<file path="src/rtl/alu_op_issue_pkg.sv">
// Shared definitions for the ALU op issue stage.
//   alu_sel_e      : ALU operation select encoding
//   Op* / Fn*      : opcode and R-type funct constants understood by the decoder
//   CntWidth       : width of the issued-op counter
//   issue_state_e  : EMPTY/FULL occupancy of the single register stage
//   sext16/zext16  : immediate extension helpers
package alu_op_issue_pkg;

  typedef enum logic [2:0] {
    SelAdd  = 3'b000,
    SelSub  = 3'b001,
    SelMul  = 3'b010,
    SelAnd  = 3'b011,
    SelOr   = 3'b100,
    SelNot  = 3'b101,
    SelShl1 = 3'b110,
    SelShr1 = 3'b111
  } alu_sel_e;

  localparam logic [5:0] OpRtype = 6'h00;
  localparam logic [5:0] OpBeq   = 6'h04;
  localparam logic [5:0] OpAddi  = 6'h08;
  localparam logic [5:0] OpAndi  = 6'h0C;
  localparam logic [5:0] OpOri   = 6'h0D;
  localparam logic [5:0] OpLw    = 6'h23;
  localparam logic [5:0] OpSw    = 6'h2B;

  localparam logic [5:0] FnShl1  = 6'h00;
  localparam logic [5:0] FnShr1  = 6'h02;
  localparam logic [5:0] FnMul   = 6'h18;
  localparam logic [5:0] FnAdd   = 6'h20;
  localparam logic [5:0] FnSub   = 6'h22;
  localparam logic [5:0] FnAnd   = 6'h24;
  localparam logic [5:0] FnOr    = 6'h25;
  localparam logic [5:0] FnNot   = 6'h27;

  localparam int unsigned CntWidth = 16;

  typedef enum logic {
    StEmpty = 1'b0,
    StFull  = 1'b1
  } issue_state_e;

  function automatic logic [31:0] sext16(input logic [15:0] v);
    return {{16{v[15]}}, v};
  endfunction

  function automatic logic [31:0] zext16(input logic [15:0] v);
    return {16'h0000, v};
  endfunction

endpackage

</file>
<file path="src/rtl/alu_op_issue_if.sv">
// Handshake/bus bundle of the ALU op issue stage.
//   upstream   : in_valid, in_ready, opcode, funct, rs_data, rt_data, imm
//   control    : flush
//   downstream : out_valid, out_ready, alu_sel, alu_a, alu_b, illegal
//   status     : issue_cnt
// Modport slave is the issue stage's view; master is the surrounding environment.
interface alu_op_issue_if;
  import alu_op_issue_pkg::*;

  logic                in_valid;
  logic                in_ready;
  logic [5:0]          opcode;
  logic [5:0]          funct;
  logic [31:0]         rs_data;
  logic [31:0]         rt_data;
  logic [15:0]         imm;
  logic                flush;
  logic                out_valid;
  logic                out_ready;
  logic [2:0]          alu_sel;
  logic [31:0]         alu_a;
  logic [31:0]         alu_b;
  logic                illegal;
  logic [CntWidth-1:0] issue_cnt;

  modport slave (
    input  in_valid, opcode, funct, rs_data, rt_data, imm, flush, out_ready,
    output in_ready, out_valid, alu_sel, alu_a, alu_b, illegal, issue_cnt
  );

  modport master (
    output in_valid, opcode, funct, rs_data, rt_data, imm, flush, out_ready,
    input  in_ready, out_valid, alu_sel, alu_a, alu_b, illegal, issue_cnt
  );

endinterface

</file>
<file path="src/rtl/alu_op_decode.sv">
// Combinational op decoder: maps opcode/funct/imm/operands to ALU select and operands.
//   opcode_i, funct_i, imm_i, rs_i, rt_i : raw op fields
//   sel_o, a_o, b_o                      : ALU select and operands
//   illegal_o                            : op not recognised (sel/a/b forced to zero)
// Optional feature: define MULT_EN to decode R-type funct 0x18 as multiply;
// without it that funct is illegal.
module alu_op_decode
  import alu_op_issue_pkg::*;
(
  input  logic [5:0]  opcode_i,
  input  logic [5:0]  funct_i,
  input  logic [15:0] imm_i,
  input  logic [31:0] rs_i,
  input  logic [31:0] rt_i,
  output alu_sel_e    sel_o,
  output logic [31:0] a_o,
  output logic [31:0] b_o,
  output logic        illegal_o
);

  always_comb begin
    sel_o     = SelAdd;
    a_o       = rs_i;
    b_o       = rt_i;
    illegal_o = 1'b0;

    case (opcode_i)
      OpRtype: begin
        case (funct_i)
          FnAdd:  sel_o = SelAdd;
          FnSub:  sel_o = SelSub;
`ifdef MULT_EN
          FnMul:  sel_o = SelMul;
`endif
          FnAnd:  sel_o = SelAnd;
          FnOr:   sel_o = SelOr;
          FnNot:  sel_o = SelNot;
          FnShl1: sel_o = SelShl1;
          FnShr1: sel_o = SelShr1;
          default: illegal_o = 1'b1;
        endcase
      end
      OpAddi, OpLw, OpSw: begin
        sel_o = SelAdd;
        b_o   = sext16(imm_i);
      end
      OpBeq:  sel_o = SelSub;
      OpAndi: begin
        sel_o = SelAnd;
        b_o   = zext16(imm_i);
      end
      OpOri: begin
        sel_o = SelOr;
        b_o   = zext16(imm_i);
      end
      default: illegal_o = 1'b1;
    endcase

    // Illegal ops still travel downstream, but carry no operand data.
    if (illegal_o) begin
      sel_o = SelAdd;
      a_o   = '0;
      b_o   = '0;
    end
  end

endmodule

</file>
<file path="src/rtl/alu_op_issue.sv">
// ALU op issue stage: decodes an offered op and holds it in a single register
// stage towards the ALU with a valid/ready handshake on both sides.
//   clk, rst_n : clock, asynchronous active-low reset
//   bus        : alu_op_issue_if.slave (upstream op, flush, downstream op, issue_cnt)
// in_ready = !out_valid || out_ready, so hand-off and accept in the same cycle
// replace the held op without a bubble. flush empties the stage and beats accept.
// issue_cnt counts hand-offs (including one coinciding with flush), saturating.
// Optional feature: MULT_EN (see alu_op_decode) enables the multiply funct.
module alu_op_issue
  import alu_op_issue_pkg::*;
(
  input  logic          clk,
  input  logic          rst_n,
  alu_op_issue_if.slave bus
);

  alu_sel_e    dec_sel;
  logic [31:0] dec_a;
  logic [31:0] dec_b;
  logic        dec_illegal;

  alu_op_decode u_decode (
    .opcode_i  (bus.opcode),
    .funct_i   (bus.funct),
    .imm_i     (bus.imm),
    .rs_i      (bus.rs_data),
    .rt_i      (bus.rt_data),
    .sel_o     (dec_sel),
    .a_o       (dec_a),
    .b_o       (dec_b),
    .illegal_o (dec_illegal)
  );

  issue_state_e        state_q, state_d;
  alu_sel_e            sel_q;
  logic [31:0]         a_q;
  logic [31:0]         b_q;
  logic                illegal_q;
  logic [CntWidth-1:0] cnt_q, cnt_d;

  logic out_valid;
  logic in_ready;
  logic accept;
  logic handoff;

  assign out_valid = (state_q == StFull);
  assign in_ready  = !out_valid || bus.out_ready;
  assign accept    = bus.in_valid && in_ready && !bus.flush;
  assign handoff   = out_valid && bus.out_ready;

  always_comb begin
    state_d = state_q;
    unique case (state_q)
      StEmpty: if (accept) state_d = StFull;
      StFull: begin
        if (bus.flush) begin
          state_d = StEmpty;
        end else if (handoff && !accept) begin
          state_d = StEmpty;
        end
      end
      default: state_d = StEmpty;
    endcase
  end

  always_comb begin
    cnt_d = cnt_q;
    if (handoff && (cnt_q != {CntWidth{1'b1}})) begin
      cnt_d = cnt_q + CntWidth'(1);
    end
  end

  always_ff @(posedge clk or negedge rst_n) begin
    if (!rst_n) begin
      state_q <= StEmpty;
      cnt_q   <= '0;
    end else begin
      state_q <= state_d;
      cnt_q   <= cnt_d;
    end
  end

  // Payload only loads on accept, so it holds steady through a stall.
  always_ff @(posedge clk or negedge rst_n) begin
    if (!rst_n) begin
      sel_q     <= SelAdd;
      a_q       <= '0;
      b_q       <= '0;
      illegal_q <= 1'b0;
    end else if (accept) begin
      sel_q     <= dec_sel;
      a_q       <= dec_a;
      b_q       <= dec_b;
      illegal_q <= dec_illegal;
    end
  end

  assign bus.in_ready  = in_ready;
  assign bus.out_valid = out_valid;
  assign bus.alu_sel   = sel_q;
  assign bus.alu_a     = a_q;
  assign bus.alu_b     = b_q;
  assign bus.illegal   = illegal_q;
  assign bus.issue_cnt = cnt_q;

endmodule

</file>
<file path="src/flat_wrapper.sv">
// flat-port wrapper written by rule: the top's interface ports become plain ports
module alu_op_issue_flat import alu_op_issue_pkg::*;
  (clk, rst_n, bus_in_valid, bus_opcode, bus_funct, bus_rs_data, bus_rt_data, bus_imm, bus_flush, bus_out_ready, bus_in_ready, bus_out_valid, bus_alu_sel, bus_alu_a, bus_alu_b, bus_illegal, bus_issue_cnt);
  alu_op_issue_if bus_i ();
  input  logic clk;
  input  logic rst_n;
  input wire logic [$bits(bus_i.in_valid)-1:0] bus_in_valid;
  input wire logic [$bits(bus_i.opcode)-1:0] bus_opcode;
  input wire logic [$bits(bus_i.funct)-1:0] bus_funct;
  input wire logic [$bits(bus_i.rs_data)-1:0] bus_rs_data;
  input wire logic [$bits(bus_i.rt_data)-1:0] bus_rt_data;
  input wire logic [$bits(bus_i.imm)-1:0] bus_imm;
  input wire logic [$bits(bus_i.flush)-1:0] bus_flush;
  input wire logic [$bits(bus_i.out_ready)-1:0] bus_out_ready;
  output wire logic [$bits(bus_i.in_ready)-1:0] bus_in_ready;
  output wire logic [$bits(bus_i.out_valid)-1:0] bus_out_valid;
  output wire logic [$bits(bus_i.alu_sel)-1:0] bus_alu_sel;
  output wire logic [$bits(bus_i.alu_a)-1:0] bus_alu_a;
  output wire logic [$bits(bus_i.alu_b)-1:0] bus_alu_b;
  output wire logic [$bits(bus_i.illegal)-1:0] bus_illegal;
  output wire logic [$bits(bus_i.issue_cnt)-1:0] bus_issue_cnt;
  assign bus_i.in_valid = bus_in_valid;
  assign bus_i.opcode = bus_opcode;
  assign bus_i.funct = bus_funct;
  assign bus_i.rs_data = bus_rs_data;
  assign bus_i.rt_data = bus_rt_data;
  assign bus_i.imm = bus_imm;
  assign bus_i.flush = bus_flush;
  assign bus_i.out_ready = bus_out_ready;
  assign bus_in_ready = bus_i.in_ready;
  assign bus_out_valid = bus_i.out_valid;
  assign bus_alu_sel = bus_i.alu_sel;
  assign bus_alu_a = bus_i.alu_a;
  assign bus_alu_b = bus_i.alu_b;
  assign bus_illegal = bus_i.illegal;
  assign bus_issue_cnt = bus_i.issue_cnt;
  alu_op_issue u_core (.clk(clk), .rst_n(rst_n), .bus(bus_i));
endmodule
</file>
<file path="config.mk">
export PLATFORM = sky130hd
export DESIGN_NAME = alu_op_issue_flat
export DESIGN_NICKNAME = d
export VERILOG_FILES = /design/src/rtl/alu_op_issue_pkg.sv /design/src/rtl/alu_op_issue_if.sv /design/src/rtl/alu_op_decode.sv /design/src/rtl/alu_op_issue.sv /design/src/flat_wrapper.sv
export SDC_FILE = /design/constraint.sdc
export NUM_CORES = 1
export LEC_CHECK = 0
export BUFFER_PORTS_ARGS = -buffer_cell sky130_fd_sc_hd__buf_2
export CORE_UTILIZATION = 40
export CTS_CLUSTER_SIZE = 24
export DETAILED_ROUTE_END_ITERATION = 12
export GPL_TIMING_DRIVEN = 0
export PLACE_DENSITY = 0.67
export SLEW_MARGIN = 20
export SYNTH_ARGS = -nofsm -noshare
export SYNTH_HDL_FRONTEND = slang
export SYNTH_SLANG_ARGS = --single-unit
export TNS_END_PERCENT = 1
</file>
<file path="constraint.sdc">
create_clock -name clk -period 3.77 [get_ports clk]
set_clock_uncertainty 0.05 [all_clocks]
set_input_delay 0.1885 -clock clk [delete_from_list [all_inputs] [get_ports clk]]
set_output_delay 0.1885 -clock clk [all_outputs]
set_load 0.005 [all_outputs]
</file>
Yosys cells after proc, flatten, opt, wreduce, memory -nomap -nowiden
Index checks and enable logic that the tools add are counted.
- bits in registers: 85
- latch bits: 0
- RAM bits: 0
- memory bits (read-only): 0
- bits of input ports: 97
- output and inout bits: 86
- logic and storage cells: 48
- memories kept: 0
- add/sub/neg operators: 1
- multipliers: 0
- divide/modulo/power cells: 0
- magnitude comparators: 0
- equal/unequal tests: 13
- shift-type cells: 0
- mux-type cells: 12
- bitwise logic cells: 1
- reductions and logical operators: 15
- operator list (kind ; number):
    $mux 32 ; 2
    $pmux 32 s2 ; 1
    $eq 6x6->1 const B ; 7
    $eq 6x4->1 const B ; 3
    $pmux 3 s6 ; 1
    $add 16x1->16 const B ; 1
    $ne 16x16->1 const B ; 1
    $logic_not 6->1 ; 2
    $pmux 3 s4 ; 1
    $reduce_or 7->1 ; 1
    $eq 6x2->1 const B ; 1
    $eq 6x3->1 const B ; 1
    $reduce_or 6->1 ; 1
    $logic_and 1x1->1 ; 5
    $mux 1 ; 4
    $pmux 1 s2 ; 2
    $logic_not 1->1 ; 3
    $mux 3 ; 1
    $reduce_or 3->1 ; 1
    $reduce_or 2->1 ; 1
    $logic_or 1x1->1 ; 1
    $not 1->1 ; 1

Depth between registers and ports, before layout
Gate-level depths: netlist of the first run.
- depth in word-level cells: 9
- gate-level depth with buffers: 7
- depth with buffers taken out: 5

By module
From an unflattened synthesis of the first run, not the netlist that was laid out.
- cell total of the unflattened synthesis: 387
- area total of the unflattened synthesis: 4386.7 µm²
- by module, submodules not included (module ; times used ; cells each ; area an instance (µm²) ; seq. area each (µm²)):
    alu_op_issue ; 1 ; 217 ; 3319.4 ; 2127.0
    alu_op_decode ; 1 ; 170 ; 1067.3 ; 0.0

Worst setup path before layout of the first run
No wires, ideal clock.
- kind: register to register
- start point: reg u_core.cnt_q[0] (netlist: u_core.bus.issue_cnt[0])
- end point: reg u_core.cnt_q[1] (netlist: u_core.bus.issue_cnt[1])
- setup time: 0.125 ns
- arrival: 1.704 ns
- required time: 3.595 ns
- path slack: 1.891 ns
- stages on the path, launching flop included: 6
- path buffers: 0
- clock period less this slack: 1.879 ns
- path through: dfrtp_1 -> ha_1 -> nand3_1 -> nor3_1 -> a21oi_1 -> mux2_2
- longest elaborated chain between the ends: 2
- elaborated cells between the ends (all ways): 3
- classes of those cells: 1 x add/sub; 1 x eq/ne; 1 x reduce/logical
- RTL lines (item ; line ; text):
    start, declared ; alu_op_issue.sv:39 ; logic [CntWidth-1:0] cnt_q, cnt_d;
    start signal, assigned ; alu_op_issue.sv:79 ; cnt_q <= cnt_d;
    parallel branches: the longest is 2 deep, another holds $add 16x1->16 ; n/a ;
Parallel ways; which one is timed is not known.
A chain may end at the register's enable or synchronous reset.

Final worst setup path of the first run
- start point: in bus_flush
- end point: reg u_core.a_q[28] (netlist: u_core.bus.alu_a[28])
- longest elaborated chain between the ends: 2
- RTL lines (item ; line ; text):
    start, declared ; flat_wrapper.sv:13 ; input wire logic [$bits(bus_i.flush)-1:0] bus_flush;
    $logic_not 1->1 ; alu_op_issue.sv:48 ; assign accept = bus.in_valid && in_ready && !bus.flush;
    $logic_and 1x1->1 ; alu_op_issue.sv:48 ;
    end signal, assigned ; alu_op_issue.sv:87 ; a_q <= '0;
    end signal, assigned ; alu_op_issue.sv:92 ; a_q <= dec_a;
    end, declared ; alu_op_issue.sv:36 ; logic [31:0] a_q;
No other way between the ends.

==> results.sh, run 1 <==
export IMPL_htreeDepth=3
export IMPL_coreArea_um2=9860
export IMPL_r2r_start="u_core.bus.out_valid$_DFF_PN0_"
export IMPL_syn_nets=486
export IMPL_dieArea_um2=10700
export IMPL_post_cts_buffers=0
export IMPL_critPathKind="input port to flop"
export IMPL_timing_worst_slew_pin_value_ps=754
export IMPL_first_pass_iters=4
export IMPL_synthAdderAreaFrac_pct=0.305
export IMPL_drtIter0Drc=130
export IMPL_synth_compound_area_share_pct=26.8
export IMPL_ir_worst_vdd_uv=172
export IMPL_grtUsageTotal_pct=23.4
export IMPL_power_per_cell_area_nw_per_um2=368
export IMPL_overflow=0
export IMPL_relSlewSlack_pct=49.3
export IMPL_yosysWarnings=0
export IMPL_end_kind="flop"
export IMPL_rsz0062_at_grt="false"
export IMPL_hp_class="input port to flop"
export IMPL_final_util_pct=58.6
export IMPL_fp_row_count=36
export IMPL_path_delay_family="buffers and inverters"
export IMPL_muxShareOfSynthArea_pct=0.549
export IMPL_yosys_area_share_xor_xnor_pct=2.14
export IMPL_wl_um=12300
export IMPL_timing_final_crit_share_pct=62.8
export IMPL_fin_setup_tns_ps=0
export IMPL_start_util_pct=41.6
export IMPL_synth_simple_area_share_pct=14.1
export IMPL_drc=0
export IMPL_area_growth_pct=41.1
export IMPL_synth_top_family_by_area="compound AO/OA/AOI/OAI gates"
export IMPL_antenna_cells=0
export IMPL_syn_area_per_cell_um2=10.6
export IMPL_fin_ws_ps=1400
export IMPL_crit_path_max_fanout=10
export IMPL_mostFrequentLayoutCell="buf_2"
export IMPL_cts_buffers=9
export IMPL_path_buf_inv=5
export IMPL_most_common_layout_cells="buf_2, dfrtp_1, a22o_1, dlygate4sd3_1, o211ai_1"
export IMPL_seq_area_frac_synth_pct=51.9
export IMPL_vias_per_cell=5.42
export IMPL_grt_pass1_wl_um=19100
export IMPL_cp_data_required_time_ps=4020
export IMPL_ys_ff_latch=85
export IMPL_max_stage_delay_ps=530
export IMPL_synthFlopType="dfrtp_1"
export IMPL_synth_edf_count=0
export IMPL_min_delay_start="bus_rs_data[28]"
export IMPL_tritoncts="built"
export IMPL_cp_start_kind="input port"
export IMPL_multi_input_area_um2=1800
export IMPL_holdPathEnd="u_core.bus.alu_a[28]$_DFFE_PN0P_"
export IMPL_min_period_ps=2370
export IMPL_die_y_um=103
export IMPL_clock_latency_ps=360
export IMPL_p_leak_nw=2.91
export IMPL_fin_total_pwr_mw=2.13
export IMPL_clock_sinks=85
export IMPL_num_vias=4083
export IMPL_nets=713
export IMPL_ff2ff_setup_slack_ps=1450
export IMPL_holdPathStages=2
export IMPL_crit_chain="dlygate4sd3_1, buf_2, nand2b_1, or2_0, clkbuf_1, a2111oi_4, buf_4, buf_6, a22o_1"
export IMPL_dp_hpwl_um=8760
export IMPL_fill_cells=852
export IMPL_crit_arrival_ps=2610
export IMPL_reg2reg_depth=7
export IMPL_synth_async_reset_ratio_pct=100
export IMPL_synthDistinctLibCells=48
export IMPL_io_buffers=179
export IMPL_max_freq_mhz=422
export IMPL_regArea_um2=2130
export IMPL_finalHoldViolations=0
export IMPL_run_status="finished clean"
export IMPL_maxCapViolCount=0
export IMPL_r2r_end="u_core.bus.alu_a[28]$_DFFE_PN0P_"
export IMPL_synth_cells=388
export IMPL_drv_slew=0
export IMPL_clkTransAtPathRegs_ps=90
export IMPL_critical_path_slowest_cell="dlygate4sd3_1"
export IMPL_cts_root_buf="clkbuf_8"
export IMPL_wl_per_cell_um=16.4
export IMPL_die_w_um=103
export IMPL_grt_pass1_vias=3888
export IMPL_ant_nets=0
export IMPL_setup_viol=0
export IMPL_gp_congestion=0.865
export IMPL_io_pins=183
export IMPL_grt_max_degree=46
export IMPL_grt_antenna_before_repair=0
export IMPL_place_ws_ps=1450
export IMPL_cts_max_path_buffers=2
export IMPL_synth_area_um2=4100
export IMPL_drive_above_1_share_pct=37.9
metrics by stage:
| stage | hold slack (ps) | std cells | cell area, um^2 |
|---|---|---|---|
| floorplan | -157 | 388 | 4100 |
| global placement | 305 | 700 | 5160 |
| detailed placement | 169 | 701 | 5190 |
| CTS | 0.956 | 753 | 5780 |
| global route | 9.81 | 753 | 5780 |
| finish | 15.1 | 753 | 5780 |
logic make-up after synthesis:
family                   Yosys count
multiplexers                       2
adder cells (fa/ha/maj)            1
XOR/XNOR                          10
AO/OA/AOI/OAI                    143
flip-flops                        85
buffers and inverters             35
AND/OR/NAND/NOR                  112
worst max path at each step:
stage | start | cells past startpoint | slack, ps | endpoint
after floorplan | u_core.bus.issue_cnt[0]$_DFFE_PN0P_ | 5 | 1890 | u_core.bus.issue_cnt[1]$_DFFE_PN0P_
after global routing | bus_flush | 9 | 1240 | u_core.bus.alu_a[28]$_DFFE_PN0P_
after CTS | bus_flush | 9 | 1360 | u_core.bus.alu_a[28]$_DFFE_PN0P_
final | bus_flush | 9 | 1400 | u_core.bus.alu_a[28]$_DFFE_PN0P_
after detailed placement | u_core.bus.out_valid$_DFF_PN0_ | 7 | 1450 | u_core.bus.alu_a[28]$_DFFE_PN0P_
after global placement | u_core.bus.out_valid$_DFF_PN0_ | 7 | 1420 | u_core.bus.alu_a[25]$_DFFE_PN0P_
layout make-up:
type                       count  area share, %
sequential                    85           36.8
multi-input combinational    268           31.1
timing repair buffer         216           22.2
tap                          133           2.88
buffer                        31           2.70
clock buffer                   9           2.14
clock inverter                 7           1.86
inverter                       4          0.260
cell usage after synthesis, types with 2 or more instances:
cell      number  area, um^2
buf_2         11        55.1
or3_1          3        18.8
or2_2          3        18.8
o211ai_1      32         240
dfrtp_1       85        2130
a21oi_1       10        50.1
nor2b_1        3        18.8
nor2_1        11        41.3
nand2b_1       2        12.5
nand3_1       25         125
clkbuf_1      15        56.3
inv_1          4        15.0
and3_1         2        12.5
and2_1         2        12.5
mux2_2         2        22.5
a22o_1        48         420
nor4_1         5        31.3
a211oi_1       3        22.5
a31oi_1        3        18.8
nand4_1        2        12.5
o21ai_2       10        87.6
buf_6          2        22.5
buf_4          3        22.5
o41ai_1        2        17.5
nand2_1       25        93.8
xor2_1        10        87.6
o21ai_0       23         115
nor3_1        22         110
where the power goes:
group / internal (mW) / switching, mW / leakage (nW) / total (mW)
combinational: 0.175 / 0.172 / 1.63 / 0.347
clock: 0.384 / 0.368 / 0.117 / 0.752
sequential: 0.969 / 0.0600 / 1.16 / 1.03
total: 1.53 / 0.600 / 2.91 / 2.13
registers in the layout, indices dropped and copies added (netlist names):
register              cells
u_core.bus.out_valid      1
u_core.bus.alu_sel        3
u_core.bus.alu_a         32
u_core.bus.illegal        1
u_core.bus.alu_b         32
u_core.bus.issue_cnt     16
per-layer routing:
layer / vias to the layer above / global-route usage, % / wire, um
li1: 1929 / - / -
met1: 1963 / 30.4 / 5290
met2: 160 / 38.0 / 5930
met3: 31 / 5.58 / 776
met4: 0 / 9.32 / 314
met5: - / 0 / 0
timing repair:
| action | in CTS | in global routing |
|---|---|---|
| hold endpoints to repair | 74 | 0 |
| endpoints found under the setup margin | 0 | 0 |
| resized for setup | 0 | 0 |
| hold buffers | 36 | 0 |
Power figures use the tool's default switching activity.
==> run 2: changes to the inputs <==
clock period = 2.4 ns   (was 3.77 ns; I/O delays follow)
==> run 2 against run 1 <==
Effect of this change:
- sequential share of layout area fell by 1.0 points
- clock power grew 57%
- clock-buffer cell count stayed put
- critical path type unchanged
==> results.sh, run 2 (synthesis gave the netlist of run 1 again) <==
export IMPL_num_vias=4149
export IMPL_fin_setup_tns_ps=0
export IMPL_dieArea_um2=10700
export IMPL_met3_usage_pct=5.04
export IMPL_cts_root_buf="clkbuf_8"
export IMPL_die_y_um=103
export IMPL_grt_max_degree=46
export IMPL_dpl_cell_area_um2=5190
export IMPL_area_growth_pct=45.2
export IMPL_drv_slew=0
export IMPL_mostFrequentLayoutCell="buf_2"
export IMPL_use_met2_pct=39.6
export IMPL_die_w_um=103
export IMPL_hp_class="input port to flop"
export IMPL_run_status="finished clean"
export IMPL_post_cts_buffers=0
export IMPL_wl_um=12500
export IMPL_fp_row_count=36
export IMPL_hold_ws_ps=97.0
export IMPL_drc=0
export IMPL_wl_per_cell_um=16.3
export IMPL_timing_worst_slew_pin_value_ps=763
export IMPL_design_area_um2=5950
export IMPL_min_period_ps=2240
export IMPL_crit_path_max_fanout=10
export IMPL_critPathKind="input port to flop"
export IMPL_drive_above_1_share_pct=37.3
export IMPL_drtIter0Drc=152
export IMPL_coreArea_um2=9860
export IMPL_grt_pass1_wl_um=19500
export IMPL_vias_per_cell=5.40
export IMPL_clkTransAtPathRegs_ps=90
export IMPL_clock_latency_ps=360
export IMPL_finalHoldViolations=0
export IMPL_final_util_pct=60.3
export IMPL_htreeDepth=3
export IMPL_end_kind="flop"
export IMPL_clock_sinks=85
export IMPL_relSlewSlack_pct=48.7
export IMPL_first_pass_iters=4
export IMPL_cp_data_required_time_ps=2650
export IMPL_p_leak_nw=2.97
export IMPL_rsz0062_at_grt="false"
export IMPL_max_freq_mhz=447
export IMPL_cp_start_kind="input port"
export IMPL_overflow=0
export IMPL_grtUsageTotal_pct=23.9
export IMPL_antenna_cells=0
export IMPL_grtUsageMet1_pct=30.8
export IMPL_io_buffers=179
export IMPL_tritoncts="built"
export IMPL_reg2reg_depth=7
export IMPL_nets=729
export IMPL_maxCapViolCount=0
export IMPL_ant_nets=0
export IMPL_setup_viol=0
export IMPL_dp_hpwl_um=8760
export IMPL_ff2ff_setup_slack_ps=180
export IMPL_holdPathStages=3
export IMPL_crit_arrival_ps=2480
export IMPL_io_pins=183
export IMPL_grt_antenna_before_repair=0
export IMPL_cts_max_path_buffers=2
export IMPL_most_common_layout_cells="buf_2, dfrtp_1, dlygate4sd3_1, a22o_1, o211ai_1"
export IMPL_cts_buffers=9
export IMPL_power_per_cell_area_nw_per_um2=565
export IMPL_start_util_pct=41.6
export IMPL_grt_pass1_vias=3977
export IMPL_timing_final_crit_share_pct=93.2
export IMPL_gp_congestion=0.865
export IMPL_ir_worst_vdd_uv=272
export IMPL_busiest_layer="met2"
==> run 2: cell count changes in the layout (fill, tap and decap cells not counted), sizes merged <==
cell and delta:
dlygate4sd3 +16
==> run 2: final timing paths <==
kind	startpoint	end
setup reg to reg	u_core.bus.out_valid$_DFF_PN0_	u_core.bus.alu_a[28]$_DFFE_PN0P_
hold reg to reg	u_core.bus.alu_b[17]$_DFFE_PN0P_	u_core.bus.alu_b[17]$_DFFE_PN0P_
setup / recovery	bus_flush	u_core.bus.alu_a[28]$_DFFE_PN0P_
min in group asynchronous	rst_n	u_core.bus.alu_b[9]$_DFFE_PN0P_
hold / removal	bus_opcode[2]	u_core.bus.alu_sel[0]$_DFFE_PN0P_
max in group asynchronous	rst_n	u_core.bus.alu_a[12]$_DFFE_PN0P_
==> run 2: area by class of cell <==
class                      instances  area, um^2
fill                             821        3910
tap                              133         166
timing repair buffer             232        1450
buffer                            31         156
inverter                           4        15.0
clock buffer                       9         124
clock inverter                     7         108
sequential                        85        2130
multi-input combinational        268        1810
==> run 2: routing by layer <==
metal  share of wire (%)  vias to the layer above
met3                 5.6                       31
met4                 2.5                        0
met2                  49                      158
met5                   0                        -
met1                  43                     1991
li1                    -                     1969
==> run 2: power breakdown <==
part | internal, mW | switching [mW]
combinational | 0.292 | 0.274
clock | 0.603 | 0.576
sequential | 1.52 | 0.0968
total | 2.42 | 0.947
==> run 2: stage by stage <==
stage	std cells	total power, mW	setup slack [ps]
5_1_grt	769	3.54	17.5
2_1_floorplan	388	1.85	521
3_3_place_gp	700	2.12	51.9
6_report	769	3.36	164
4_1_cts	769	3.40	25.2
3_5_place_dp	701	2.14	82.9
==> run 2: worst max-delay path, stage by stage <==
cell and delay, ps:
dlygate4sd3_1 530, buf_2 120, nand2b_1 220, or2_0 230, clkbuf_1 250, a2111oi_4 430
buf_4 290, buf_6 160, a22o_1 130
==> run 2: timing repair <==
item,in CTS,in global routing
resized for setup,0,2
endpoints found under the setup margin,0,20
hold buffers,52,0
endpoints found under the hold margin,90,0
==> run 3: changes to the inputs <==
ABC_AREA = 0   (was not set)
clock period = 2.59 ns   (was 2.4 ns; I/O delays follow)
==> run 3 against run 2 <==
Effect of this change:
- routed wire length grew 0.56%
- critical path depth stayed put
- worst hold slack got worse by 64 ps
- largest cell class unchanged
==> results.sh, run 3 (synthesis gave the netlist of run 1 again) <==
export IMPL_run_status="finished clean"
export IMPL_htreeDepth=3
export IMPL_path_buf_inv=5
export IMPL_fin_setup_tns_ps=0
export IMPL_end_kind="flop"
export IMPL_power_per_cell_area_nw_per_um2=526
export IMPL_grt_pass1_vias=3962
export IMPL_crit_chain="dlygate4sd3_1, buf_2, nand2b_1, or2_0, clkbuf_1, a2111oi_4, buf_4, buf_6, a22o_1"
export IMPL_cts_max_path_buffers=2
export IMPL_start_util_pct=41.6
export IMPL_clock_sinks=85
export IMPL_finalHoldViolations=0
export IMPL_critical_path_slowest_cell="dlygate4sd3_1"
export IMPL_gp_congestion=0.865
export IMPL_drive_above_1_share_pct=37.0
export IMPL_fp_row_count=36
export IMPL_tritoncts="built"
export IMPL_dp_hpwl_um=8760
export IMPL_cts_root_buf="clkbuf_8"
export IMPL_grt_max_degree=46
export IMPL_cts_buffers=9
export IMPL_most_common_layout_cells="buf_2, dfrtp_1, dlygate4sd3_1, a22o_1, o211ai_1"
export IMPL_post_cts_buffers=0
export IMPL_cp_data_required_time_ps=2840
export IMPL_cp_start_kind="input port"
export IMPL_area_growth_pct=44.7
export IMPL_fin_cells=768
export IMPL_vias_per_cell=5.39
export IMPL_dp_cells=701
export IMPL_grt_antenna_before_repair=0
export IMPL_p_leak_nw=2.97
export IMPL_ir_worst_vdd_uv=253
export IMPL_ant_nets=0
export IMPL_timing_final_crit_share_pct=89.3
export IMPL_critPathKind="input port to flop"
export IMPL_die_y_um=103
export IMPL_overflow=0
export IMPL_design_area_um2=5930
export IMPL_crit_path_max_fanout=10
export IMPL_max_stage_delay_ps=530
export IMPL_coreArea_um2=9860
export IMPL_first_pass_iters=4
export IMPL_reg2reg_depth=7
export IMPL_antenna_cells=0
export IMPL_clock_latency_ps=360
export IMPL_max_freq_mhz=432
export IMPL_fin_total_pwr_mw=3.12
export IMPL_cp_num_cells=9
export IMPL_min_delay_start="bus_opcode[0]"
export IMPL_drtIter0Drc=141
export IMPL_grt_pass1_wl_um=19400
export IMPL_cts_resized=0
export IMPL_die_w_um=103
export IMPL_drv_slew=0
export IMPL_timing_worst_slew_pin_value_ps=745
export IMPL_hp_class="input port to flop"
export IMPL_final_util_pct=60.2
export IMPL_ctsHoldBuffers=50
export IMPL_crit_arrival_ps=2560
export IMPL_io_buffers=179
export IMPL_setup_viol=0
export IMPL_dpl_cell_area_um2=5190
export IMPL_clkTransAtPathRegs_ps=90
export IMPL_mostFrequentLayoutCell="buf_2"
export IMPL_holdPathStages=2
export IMPL_relSlewSlack_pct=49.9
export IMPL_dieArea_um2=10700
export IMPL_nets=728
export IMPL_r2r_start="u_core.bus.out_valid$_DFF_PN0_"
export IMPL_grtUsageTotal_pct=23.8
export IMPL_maxCapViolCount=0
export IMPL_wl_um=12600
export IMPL_path_delay_family="buffers and inverters"
export IMPL_startpoint="bus_flush"
export IMPL_min_period_ps=2310
export IMPL_fill_cells=820
export IMPL_io_pins=183
export IMPL_wl_per_cell_um=16.4
export IMPL_drc=0
export IMPL_num_vias=4141
export IMPL_rsz0062_at_grt="false"
[run 3: cell count changes in the layout (fill, tap and decap cells not counted)]
cell and change:
nor3_1 +1, dlygate4sd3_1 -1, nor2b_2 -1, nor3_2 -1, nor2b_1 +1
[run 3: report_power, final]
group	total [mW]	leakage, nW	switching [mW]	internal (mW)
combinational	0.524	1.69	0.254	0.270
clock	1.10	0.117	0.543	0.559
sequential	1.50	1.16	0.0882	1.41
[run 3: cell type report]
| type | count | area (um^2) | area share (%) |
|---|---|---|---|
| Tap cell | 133 | 166 | 2.80 |
| Multi-Input combinational cell | 268 | 1800 | 30.4 |
| Inverter | 4 | 15.0 | 0.253 |
| Clock buffer | 9 | 124 | 2.09 |
| Timing Repair Buffer | 231 | 1440 | 24.2 |
| Clock inverter | 7 | 108 | 1.81 |
| Buffer | 31 | 156 | 2.64 |
| Sequential cell | 85 | 2130 | 35.8 |
[run 3: per-stage QoR]
stage / setup WS, ps / hold WS, ps
2_1_floorplan: 711 / -216
3_3_place_gp: 242 / 246
3_5_place_dp: 273 / 110
4_1_cts: 215 / 0.266
5_1_grt: 104 / 30.0
6_report: 277 / 33.0
[run 3: path summary, 6_finish.rpt]
kind / end / slack (ps)
max in group asynchronous: u_core.bus.alu_a[25]$_DFFE_PN0P_ / 1630
hold / removal: u_core.bus.alu_sel[0]$_DFFE_PN0P_ / 30
setup reg to reg: u_core.bus.alu_a[28]$_DFFE_PN0P_ / 280
setup / recovery: u_core.bus.alu_a[28]$_DFFE_PN0P_ / 280
min in group asynchronous: u_core.bus.alu_b[9]$_DFFE_PN0P_ / 240
hold reg to reg: u_core.bus.alu_b[17]$_DFFE_PN0P_ / 430
[run 3: layer usage]
layer	track usage, %	up-vias	routed length [um]
met2	39.5	153	6170
met5	0	-	0
met1	30.8	1995	5470
li1	-	1958	-
met4	9.10	0	324
met3	5.04	35	629
